**config.mk**
```make
export PLATFORM = sky130hd
export DESIGN_NAME = seletor_clock_div_flat
export DESIGN_NICKNAME = d
export VERILOG_FILES = /design/src/rtl/seletor_clock_div_if.sv /design/src/rtl/seletor_clock_div.sv /design/src/flat_wrapper.sv
export SDC_FILE = /design/constraint.sdc
export NUM_CORES = 1
export LEC_CHECK = 0
export CORE_UTILIZATION = 39
export DETAILED_ROUTE_END_ITERATION = 6
export GPL_TIMING_DRIVEN = 0
export HOLD_SLACK_MARGIN = 0.1
export MAX_ROUTING_LAYER = met4
export PLACE_DENSITY = 0.54
export SETUP_SLACK_MARGIN = 0.5
export SLEW_MARGIN = 0
export SYNTH_ARGS = -nofsm -noshare
export SYNTH_HDL_FRONTEND = slang
export SYNTH_SLANG_ARGS = --single-unit
```
**constraint.sdc**
```tcl
create_clock -name clock -period 7.8 [get_ports clock]
set_input_delay 1.56 -clock clock [delete_from_list [all_inputs] [get_ports clock]]
set_output_delay 1.56 -clock clock [all_outputs]
set_load 0.1 [all_outputs]
```
**src/rtl/seletor_clock_div_if.sv**
```systemverilog
// rtl/seletor_clock_div_if.sv - rate-select, step and divided-clock signal bundle
interface seletor_clock_div_if #(
  parameter int N_SEL = 4
) ();
  logic [N_SEL-1:0] sel;
  logic             step_mode;
  logic             step;
  logic             clock_saida;
  logic             clock_en;
  logic             sel_valid;
  logic [N_SEL-1:0] cur_sel;

  modport master (
    output sel, step_mode, step,
    input  clock_saida, clock_en, sel_valid, cur_sel
  );

  modport slave (
    input  sel, step_mode, step,
    output clock_saida, clock_en, sel_valid, cur_sel
  );
endinterface

```
**src/rtl/seletor_clock_div.sv**
```systemverilog
// rtl/seletor_clock_div.sv - glitch-free selectable clock divider with single-step mode
module seletor_clock_div #(
  parameter int                     N_SEL        = 4,
  parameter int                     CNT_W        = 25,
  parameter logic [N_SEL*CNT_W-1:0] HALF_PERIODS = {25'd1, 25'd25, 25'd25000, 25'd25000000},
  parameter int                     STEP_LEN     = 1
) (
  input logic               clock,
  input logic               reset,
  seletor_clock_div_if.slave bus
);

  localparam logic [CNT_W-1:0] STEP_CNT = CNT_W'(STEP_LEN - 1);

  typedef enum logic [1:0] {IDLE, HIGH, LOW, STEP} state_t;

  state_t           state_q, state_d;
  logic [CNT_W-1:0] cnt_q, cnt_d;
  logic             clk_out_q, clk_out_d;
  logic             clk_en_q, clk_en_d;
  logic [N_SEL-1:0] cur_sel_q, cur_sel_d;
  logic [N_SEL-1:0] sel_q;
  logic             sel_valid_q;
  logic             step_s1_q, step_s2_q, step_s3_q, step_rise_q;
  logic [CNT_W-1:0] h_cur, h_new;

  // Half period selected by a one-hot vector; a zero entry behaves as 1.
  function automatic logic [CNT_W-1:0] half_of(input logic [N_SEL-1:0] oh);
    logic [CNT_W-1:0] h;
    h = '0;
    for (int i = 0; i < N_SEL; i++) begin
      if (oh[i]) h = h | HALF_PERIODS[i*CNT_W +: CNT_W];
    end
    if (h == '0) h = CNT_W'(1);
    return h;
  endfunction

  assign h_cur = half_of(cur_sel_q);
  assign h_new = half_of(sel_q);

  // Register the rate select and its one-hot check; the FSM sees only these.
  always_ff @(posedge clock) begin
    if (reset) begin
      sel_q       <= '0;
      sel_valid_q <= 1'b0;
    end else begin
      sel_q       <= bus.sel;
      sel_valid_q <= $onehot(bus.sel);
    end
  end

  // Two-flop synchroniser for the button, then an edge flop; the rise pulse is registered.
  always_ff @(posedge clock) begin
    if (reset) begin
      step_s1_q   <= 1'b0;
      step_s2_q   <= 1'b0;
      step_s3_q   <= 1'b0;
      step_rise_q <= 1'b0;
    end else begin
      step_s1_q   <= bus.step;
      step_s2_q   <= step_s1_q;
      step_s3_q   <= step_s2_q;
      step_rise_q <= step_s2_q & ~step_s3_q;
    end
  end

  // FSM state, half-period counter and registered outputs.
  always_ff @(posedge clock) begin
    if (reset) begin
      state_q   <= IDLE;
      cnt_q     <= '0;
      clk_out_q <= 1'b0;
      clk_en_q  <= 1'b0;
      cur_sel_q <= '0;
    end else begin
      state_q   <= state_d;
      cnt_q     <= cnt_d;
      clk_out_q <= clk_out_d;
      clk_en_q  <= clk_en_d;
      cur_sel_q <= cur_sel_d;
    end
  end

  // Next state: rate, mode and stop decisions are taken only at the end of LOW.
  always_comb begin
    state_d   = state_q;
    cnt_d     = cnt_q;
    clk_out_d = clk_out_q;
    clk_en_d  = 1'b0;
    cur_sel_d = cur_sel_q;
    unique case (state_q)
      IDLE: begin
        clk_out_d = 1'b0;
        if (!bus.step_mode && sel_valid_q) begin
          cur_sel_d = sel_q;
          cnt_d     = h_new - CNT_W'(1);
          clk_out_d = 1'b1;
          clk_en_d  = 1'b1;
          state_d   = HIGH;
        end else if (bus.step_mode && step_rise_q) begin
          cnt_d     = STEP_CNT;
          clk_out_d = 1'b1;
          clk_en_d  = 1'b1;
          state_d   = STEP;
        end
      end
      HIGH: begin
        if (cnt_q == '0) begin
          clk_out_d = 1'b0;
          cnt_d     = h_cur - CNT_W'(1);
          state_d   = LOW;
        end else begin
          cnt_d = cnt_q - CNT_W'(1);
        end
      end
      LOW: begin
        if (cnt_q != '0) begin
          cnt_d = cnt_q - CNT_W'(1);
        end else if (bus.step_mode || !sel_valid_q) begin
          cur_sel_d = '0;
          clk_out_d = 1'b0;
          state_d   = IDLE;
        end else begin
          cur_sel_d = sel_q;
          cnt_d     = h_new - CNT_W'(1);
          clk_out_d = 1'b1;
          clk_en_d  = 1'b1;
          state_d   = HIGH;
        end
      end
      STEP: begin
        if (cnt_q == '0) begin
          clk_out_d = 1'b0;
          state_d   = IDLE;
        end else begin
          cnt_d = cnt_q - CNT_W'(1);
        end
      end
      default: state_d = IDLE;
    endcase
  end

  assign bus.clock_saida = clk_out_q;
  assign bus.clock_en    = clk_en_q;
  assign bus.sel_valid   = sel_valid_q;
  assign bus.cur_sel     = cur_sel_q;

endmodule
```
**src/flat_wrapper.sv**
```systemverilog
// flat-port wrapper written by rule: the top's interface ports become plain ports
module seletor_clock_div_flat 
#(
  parameter int                     N_SEL        = 4,
  parameter int                     CNT_W        = 25,
  parameter logic [N_SEL*CNT_W-1:0] HALF_PERIODS = {25'd1, 25'd25, 25'd25000, 25'd25000000},
  parameter int                     STEP_LEN     = 1
)
  (clock, reset, bus_sel, bus_step_mode, bus_step, bus_clock_saida, bus_clock_en, bus_sel_valid, bus_cur_sel);
  seletor_clock_div_if #(.N_SEL(N_SEL)) bus_i ();
  input logic clock;
  input logic reset;
  input wire logic [$bits(bus_i.sel)-1:0] bus_sel;
  input wire logic [$bits(bus_i.step_mode)-1:0] bus_step_mode;
  input wire logic [$bits(bus_i.step)-1:0] bus_step;
  output wire logic [$bits(bus_i.clock_saida)-1:0] bus_clock_saida;
  output wire logic [$bits(bus_i.clock_en)-1:0] bus_clock_en;
  output wire logic [$bits(bus_i.sel_valid)-1:0] bus_sel_valid;
  output wire logic [$bits(bus_i.cur_sel)-1:0] bus_cur_sel;
  assign bus_i.sel = bus_sel;
  assign bus_i.step_mode = bus_step_mode;
  assign bus_i.step = bus_step;
  assign bus_clock_saida = bus_i.clock_saida;
  assign bus_clock_en = bus_i.clock_en;
  assign bus_sel_valid = bus_i.sel_valid;
  assign bus_cur_sel = bus_i.cur_sel;
  seletor_clock_div #(.N_SEL(N_SEL), .CNT_W(CNT_W), .HALF_PERIODS(HALF_PERIODS), .STEP_LEN(STEP_LEN)) u_core (.clock(clock), .reset(reset), .bus(bus_i));
endmodule
```
Word level (Yosys, flattened, before mapping)
Index checks and enable logic that the tools add are counted.
{"block": "totals", "reg_bits": 42, "latch_bits": 0, "ram_bits": 0, "rom_bits": 0, "out_inout_bits": 7, "word_cells": 83, "n_memories": 0}
{"block": "classes", "addsub": 6, "mul": 0, "div_mod_pow": 0, "order_cmp": 0, "eq_ne": 12, "shifts": 0, "muxes": 36, "bitwise": 2, "n_reduce_logical": 16}
{"operator": "25-bit 2-to-1 mux", "count": 10}
{"operator": "25-bit case mux with 4 select lines", "count": 1}
{"operator": "25-bit logical NOT", "count": 3}
{"operator": "25-bit by 1-bit subtractor with 25-bit output, second input constant", "count": 3}
{"operator": "15-bit 2-to-1 mux", "count": 2}
{"operator": "25-bit nonzero test", "count": 1}
{"operator": "4-bit 2-to-1 mux", "count": 3}
{"operator": "2-bit 2-to-1 mux", "count": 5}
{"operator": "5-bit 2-to-1 mux", "count": 2}
{"operator": "1-bit 2-to-1 mux", "count": 9}
{"operator": "2-bit by 1-bit inequality test with 1-bit output, second input constant", "count": 4}
{"operator": "2-bit case mux with 4 select lines", "count": 1}
{"operator": "4-bit case mux with 2 select lines", "count": 1}
{"operator": "3-bit AND reduction", "count": 2}
{"operator": "1-bit by 1-bit adder with 2-bit output", "count": 2}
{"operator": "2-bit == test, second input constant", "count": 2}
{"operator": "2-bit inequality test, second input constant", "count": 2}
{"operator": "4-bit AND reduction", "count": 1}
{"operator": "3-bit adder", "count": 1}
{"operator": "3-bit by 1-bit == test with 1-bit output, second input constant", "count": 1}
{"operator": "3-bit by 1-bit inequality test with 1-bit output, second input constant", "count": 1}
{"operator": "3-bit by 2-bit inequality test with 1-bit output, second input constant", "count": 1}
{"operator": "1-bit case mux with 3 select lines", "count": 1}
{"operator": "2-bit by 1-bit == test with 1-bit output, second input constant", "count": 1}
{"operator": "10 further kinds", "count": 12}

Longest topological paths before layout
Gate-level depths: netlist of the first run.
{"block": "depth", "depth_word": 10, "ltp_mapped": 10, "depth_no_buf": 9}

Least setup slack after synthesis of the first run
OpenSTA, ideal clock, no wires.
{"block": "synth_timing", "path_type": "input -> register", "start": "input port bus_step_mode", "end": "register u_core.cnt_q[7]", "setup_ns": 0.086, "t_arrival_ns": 3.126, "setup_slack_ns": 4.589, "path_stages": 7, "n_path_buf": 2, "cell_sequence": "nand2b_1 -> o21a_1 -> clkbuf_1 -> a31oi_1 -> clkbuf_1 -> nor2_1 -> a211oi_1"}
{"block": "synth_via", "elab_chain_len": 4, "elab_cells_between_ends": 9}
{"element": "start: declaration", "line_no": "flat_wrapper.sv:14", "rtl": "input wire logic [$bits(bus_i.step_mode)-1:0] bus_step_mode;"}
{"element": "1-bit logical NOT", "line_no": "seletor_clock_div.sv:94", "rtl": "if (!bus.step_mode && sel_valid_q) begin"}
{"element": "1-bit logical AND", "line_no": "seletor_clock_div.sv:94"}
{"element": "25-bit 2-to-1 mux or 3-bit by 1-bit inequality test with 1-bit output (tied branches)"}
{"element": "25-bit case mux with 4 select lines or 3-bit AND reduction (tied branches)"}
{"element": "end signal: assignment", "line_no": "seletor_clock_div.sv:77", "rtl": "cnt_q <= cnt_d;"}
{"element": "end: declaration", "line_no": "seletor_clock_div.sv:18", "rtl": "logic [CNT_W-1:0] cnt_q, cnt_d;"}
Several ways; a longest one is shown, not always the timed one.
A chain may end at the register's enable or synchronous reset.

Worst setup path after layout of the first run
Ends and elaborated chain as after synthesis.

==> results.md, run 1 <==
* Row count at 29
* CTS H-tree lvls at 2
* Die width at 84.3 µm
* Critical path launch point type: primary input
* Synth cell types at 53
* Post-DP HPWL at 6210 µm
* Critical Path AT at approximately 4.3 ns
* Sequential element share of the synthesized area at 0.318
* Cell count after synthesis at 352
* Finished Cell Area at about 0.0030 mm²
* Synth cell count leaders: dfxtp_1 (42), nor2_1 (42), a21oi_1 (32)
* Post-route clock period utilization at 0.530
* Worst path required time at around 8.0 ns
* Cell area after placement at 0.00288 mm²
* Number of vias per cell at 6.21
* Placer Congestion at 0.938
* Share of post-route cells with drive strength above 1 at 0.0428
* Outcome: complete, no violations
* CTS tree: built
* Pin count of the biggest net entering global routing at 13
* Iter 0 DRT Violations at 282
* Syn Area/Cell at 7.50 µm²
* Max VDD drop at 0.152 mV
* Tot Pwr at 971 µW
* Slew @ Worst Pin at ~0.97 ns
* Drt first pass iters at 5
* GR peak layer: met2
* Leakage power at 1.04 nW
* Hold Crit Depth at 1
* Worst clock skew at 0.00320 ns
* Core Area at 0.00646 mm²
* Initial antenna violation count at 0
* CTS root buf: clkbuf_8
* Crit end category: flop
* Post_cts resized at 0
* Seq cells post-synth at between 40 and 50
* Top cells by area, synth: dfxtp_1 (32%), a21oi_1 (6.1%), nor2_1 (6.0%), nor3_1 (4.7%), nand2_1 (3.6%)
* Starting Density at 0.409
* First-pass GRT wire length at 13400 µm
* Met3 GRT Util at 0.0472
* Fmax at 0.242 GHz
* Total CTS buffers at 5
* # diodes at 0
* Area leader, netlist: dfxtp_1
* Post-synth top area share at 0.318
* Syn Nets at 367
* PwrDens at 325 mW/mm²
* Worst-Skew Late Latency at 0.29 ns
* M2 GR Usage at 0.375
* Post-Route Utilization at 0.462
* Full die area at 0.00710 mm²
* Vias in the first global route at 2506
* Yosys warns at 0
* Fin. Hold Viols at 0
* Max cap viols at 0
* R2R cell count at 7
* Height of the die at about 84 µm
* Max-slew violation count at 0
* Headroom to the max-slew limit at 0.348
* Setup WS post-layout at 3.66 ns
* Crit path time final at between 4 and 5 ns
* Syn-to-layout area delta at 13.1%
* Post-Syn Area at 0.00264 mm²
* RSZ-0062 raised after global routing: no
* Pre-CTS WS at roughly 3.4 ns
* CTS Hold Bufs at 0
* Per-cell routed wire length at 18.6 µm
* Nets at 388
* Total routed wirelength at 8390 µm
* Clk buf depth at 2
* GR Util met1 at 0.336
* Final ANT Viol Nets at 0
* DRC errors left at 0
* Final setup viols at 0
* Most common flop cell mapped by yosys: dfxtp_1
* Fraction of registers with async set/reset at 0
* Postcts setup bufs at 0
* Clk sink count at 42
* DR vias at 2802
* GRT Util Overall at 0.248
* Setup TNS at 0 ns
* GR Overflow Total at 0
* Crit Path Max Fanout at 10
* I/O pins at 15
* Clock transition at path regs at 0.08 ns
* Setup CP Type: in2reg
* Min-Delay Path Class: reg2reg
* Post-synth EDFFs at 0
* # port buffers at 14
==> worst paths after layout <==
path	from	slack [ns]	to
hold / removal	u_core.step_s3_q$_SDFF_PP0_	0.39	u_core.step_rise_q$_SDFF_PP0_
hold reg to reg	u_core.step_s3_q$_SDFF_PP0_	0.39	u_core.step_rise_q$_SDFF_PP0_
setup / recovery	bus_step_mode	3.66	u_core.cnt_q[7]$_SDFFE_PP0P_
setup reg to reg	u_core.cnt_q[16]$_SDFFE_PP0P_	4.76	u_core.cnt_q[22]$_SDFFE_PP0P_
==> state kept, by name (all words and copies together), names as in the netlist <==
name,flops
u_core.step_rise_q,1
u_core.bus.clock_en,1
u_core.step_s3_q,1
u_core.bus.sel_valid,1
u_core.bus.cur_sel,4
u_core.step_s1_q,1
u_core.step_s2_q,1
u_core.bus.clock_saida,1
u_core.sel_q,4
u_core.state_q,2
u_core.cnt_q,25
==> cell families after synthesis <==
| family | after synthesis | share of synthesized area |
|---|---|---|
| compound gates | 100 | 0.248 |
| mux | 1 | 0.00379 |
| xor+xnor | 13 | 0.0431 |
| simple gates | 160 | 0.309 |
| buf+inv | 29 | 0.0422 |
| fa+ha+maj | 7 | 0.0360 |
| flops | 42 | 0.318 |
==> per-stage QoR <==
| step | hold slack [ns] | std cells |
|---|---|---|
| finish | 0.393 | 451 |
| CTS | 0.404 | 451 |
| floorplan | 0.367 | 352 |
| detailed placement | 0.391 | 443 |
| global placement | 0.370 | 443 |
| global route | 0.404 | 451 |
==> critical path, cell delays in order <==
cell	delay, ns
clkdlybuf4s50_1	0.42
nand2b_1	0.26
o21a_1	0.22
clkbuf_1	0.21
a31oi_1	0.79
clkbuf_1	0.55
nor2_1	0.08
a211oi_1	0.23
==> layout by cell type (no fill, tap or decap), drive strengths merged, types with 3 or more instances in the layout <==
cell	Yosys	layout
ha	6	6
or3	9	9
nand2b	3	3
nor4	9	9
nor2	42	42
or4	6	6
a31oi	8	8
o31ai	4	4
nor3	25	25
nand3	14	14
nand4	3	3
clkdlybuf4s50	0	14
dfxtp	42	42
a211oi	4	4
a21oi	32	32
clkbuf	22	30
xnor2	7	7
inv	5	5
nand2	25	25
a311oi	7	7
xor2	6	6
nor2b	10	10
o21ai	15	15
or3b	3	3
a21o	8	8
==> metal layers <==
layer | vias up | share of wire
met1 | 1317 | 0.46
met5 | - | 0
met4 | 0 | 0.022
li1 | 1347 | -
met2 | 120 | 0.44
met3 | 18 | 0.074
==> area by class of cell <==
cell class	count	area, µm²
fillers	671	3470
multi-input cells	281	1690
flip-flops and latches	42	841
repair buffers	14	140
clock buffers	8	110
well taps	77	96.3
plain buffers	24	92.6
inverters	5	18.8
==> power by group <==
| group | internal [mW] | switching [mW] |
|---|---|---|
| clock | 0.0895 | 0.0757 |
| sequential | 0.245 | 0.0356 |
| combinational | 0.177 | 0.348 |
No activity file was read; power rests on OpenSTA's default activity.
==> inputs of run 2 (changes only) <==
==> constraint.sdc (replaced) <==
create_clock -name clock -period 4.25 [get_ports clock]
set_input_delay 0.85 -clock clock [delete_from_list [all_inputs] [get_ports clock]]
set_output_delay 0.85 -clock clock [all_outputs]
set_load 0.1 [all_outputs]
==> results of run 2 <==
The final DEF is identical to that of run 1. Status: complete, no violations.
Among the figures that moved: setup slack after placement 3.43 ns -> 0.593 ns; setup slack after layout 3.66 ns -> 0.822 ns; register-to-register setup slack 4.76 ns -> 1.21 ns; total power 0.971 mW -> 1.78 mW; worst IR drop on VDD 0.152 mV -> 0.278 mV
==> inputs of run 3 (changes only) <==
--- a/config.mk
+++ b/config.mk
@@ -10,7 +10,7 @@
 export GPL_TIMING_DRIVEN = 0
 export HOLD_SLACK_MARGIN = 0.1
 export MAX_ROUTING_LAYER = met4
-export PLACE_DENSITY = 0.54
+export PLACE_DENSITY = 0.56
 export SETUP_SLACK_MARGIN = 0.5
 export SLEW_MARGIN = 0
 export SYNTH_ARGS = -nofsm -noshare
==> constraint.sdc (replaced) <==
create_clock -name clock -period 2.9 [get_ports clock]
set_input_delay 0.58 -clock clock [delete_from_list [all_inputs] [get_ports clock]]
set_output_delay 0.58 -clock clock [all_outputs]
set_load 0.1 [all_outputs]
==> run 3 against run 2 <==
  * Flip-flop and latch count did not move
  * Clock skew is 0.0058 ns higher
  * Total power is 82% higher
  * Critical path depth is the same
==> results.md, run 3 (same netlist as run 1, synthesis figures left out) <==
* Clk sink count at 42 (unchanged)
* Total CTS buffers at 5 (unchanged)
* DRC errors left at 0 (unchanged)
* GR Overflow Total at 0 (unchanged)
* Vias in the first global route at 2756 (+10%)
* RSZ-0062 raised after global routing: yes
* Max reg flops at 25 (unchanged)
* Critical path launch point type: flop
* Met3 GRT Util at 0.0541 (+0.00688)
* Die width at 84.3 µm (unchanged)
* Max VDD drop at 0.502 mV
* Number of vias per cell at 6.23 (+0.22%)
* Starting Density at 0.409 (unchanged)
* Fin. Hold Viols at 0 (unchanged)
* GR peak layer: met2
* Nets at 409 (+5.4%)
* Final Instance Count excl. Fillers at 472 (+4.7%)
* Share of post-route cells with drive strength above 1 at 0.261 (+0.218)
* Post-DP HPWL at 6120 µm (-1.4%)
* Leakage power at 1.25 nW (+21%)
* Clock transition at path regs at 0.09 ns (about the same)
* Initial antenna violation count at 0 (unchanged)
* M2 GR Usage at 0.393 (+0.0186)
* Leading cell type in the layout, fill and taps excluded: nor2_1
* Max-slew violation count at 0 (unchanged)
* Largest Register: u_core.cnt_q
* Height of the die at 84.3 µm (unchanged)
* GR Util met1 at 0.343 (+0.00703)
* Outcome: complete, no violations
* First-pass GRT wire length at 14000 µm (+4.4%)
* Max cap viols at 0 (unchanged)
* Post-route clock period utilization at 0.918
* Total routed wirelength at 8620 µm (+2.7%)
* Clk buf depth at 2 (unchanged)
* Most frequent cells in the layout: nor2_1 (38), dfxtp_1 (32), nand2_1 (25), a21oi_1 (25), nor3_1 (18)
* Syn-to-layout area delta at 32.5%
* Top cell by count, worst path: or4_4
* Per-cell routed wire length at 18.3 µm (-1.9%)
* Placer Congestion at 0.941 (+0.35%)
* CTS H-tree lvls at 2 (unchanged)
* Headroom to the max-slew limit at 0.350 (+0.00139)
* Full die area at 0.00710 mm² (unchanged)
* Setup CP Type: reg2reg
* Placed Cells at 443 (unchanged)
* Cell area after placement at 0.00290 mm² (+0.74%)
* DR vias at 2939 (+4.9%)
* Crit end category: flop
* Drt first pass iters at 5 (unchanged)
* Worst path required time at 3.07 ns
* Setup TNS at 0 ns (unchanged)
* I/O pins at 15 (unchanged)
* Slew @ Worst Pin at 0.973 ns (-0.000595 ns)
* R2R setup slack at 0.24 ns
* # port buffers at 14 (unchanged)
* Worst clock skew at 0.00899 ns (+0.00578 ns)
* CTS tree: built
* Fmax at 0.376 GHz
* Crit path time final at around 2.7 ns
* Final ANT Viol Nets at 0 (unchanged)
* # diodes at 0 (unchanged)
* Post-Route Utilization at 0.542 (+0.0792)
* Min-Delay Path Class: reg2reg
* Crit Path Max Fanout at 7 (-3)
* Worst-Skew Late Latency at 0.30 ns (about the same)
* Core Area at 0.00646 mm² (unchanged)
* Finished Cell Area at 0.00350 mm² (+17%)
* CTS root buf: clkbuf_8
* Critical Path AT at 2.83 ns
* Row count at 29 (unchanged)
* Iter 0 DRT Violations at 276 (-2.1%)
* Final setup viols at 0 (unchanged)
* GRT Util Overall at 0.259 (+0.0108)
* CP cell instances: or4_4 > or3_4 > buf_6 > or4_4 > buf_8 > o31a_1 > a21bo_1 > a31oi_1
* Worst path max stage delay at 0.56 ns (-0.23 ns)
* Pin count of the biggest net entering global routing at 13 (unchanged)
* PwrDens at between 900 and 1000 mW/mm²
* CP max stage cell: or4_4
## run 3: cell types whose count changed in the layout (fill, tap and decap cells not counted), sizes merged
cell,previous run,this run
buf,2,25
dlygate4sd2,0,2
clkbuf,30,28
clkdlybuf4s50,14,12
## run 3: repair_timing
action                                  CTS  global route
gates resized for setup                  51            48
gates cloned                              0             0
endpoints found under the setup margin   35            32
pin swaps                                20            24
buffers inserted                         16             5
hold buffers                              0             0
## run 3: where the power goes
group,internal (mW),switching [mW],total (mW)
logic,0.856,1.16,2.01
clock network,0.241,0.209,0.450
registers,0.663,0.114,0.777
## run 3: routing by layer
layer / share of wire / vias to the layer above
li1: - / 1393
met1: 0.45 / 1406
met2: 0.45 / 118
met3: 0.072 / 22
met4: 0.023 / 0
met5: 0 / -
## run 3: final cells by class
class / instances / area (µm²)
fill: 618 / 2960
multi-input combinational: 281 / 1960
buffer: 24 / 144
clock buffer: 8 / 110
sequential: 42 / 858
tap: 77 / 96.3
timing repair buffer: 35 / 310
inverter: 5 / 18.8
## run 3: through the flow
step / worst slack (ns) / hold WS [ns] / power (mW)
after floorplan: 0.311 / 0.367 / 1.79
after global routing: 0.179 / 0.404 / 3.43
after detailed placement: -0.428 / 0.374 / 2.16
final: 0.238 / 0.385 / 3.24
after CTS: 0.274 / 0.386 / 2.94
after global placement: -0.415 / 0.371 / 2.17
## run 3: worst max-delay path: cells and delay by family, from the launching register on
family	cells	cell delay, ns
buf+inv	2	0.29
simple gates	3	1.39
compound gates	3	0.53
flops	1	0.33
## run 3: worst paths after layout
kind	startpoint	endpoint	cells past startpoint
worst max-delay path	u_core.cnt_q[15]$_SDFFE_PP0P_	u_core.cnt_q[14]$_SDFFE_PP0P_	8
worst min-delay path	u_core.step_s3_q$_SDFF_PP0_	u_core.step_rise_q$_SDFF_PP0_	1
worst max register to register	u_core.cnt_q[15]$_SDFFE_PP0P_	u_core.cnt_q[14]$_SDFFE_PP0P_	8
worst min register to register	u_core.step_s3_q$_SDFF_PP0_	u_core.step_rise_q$_SDFF_PP0_	1
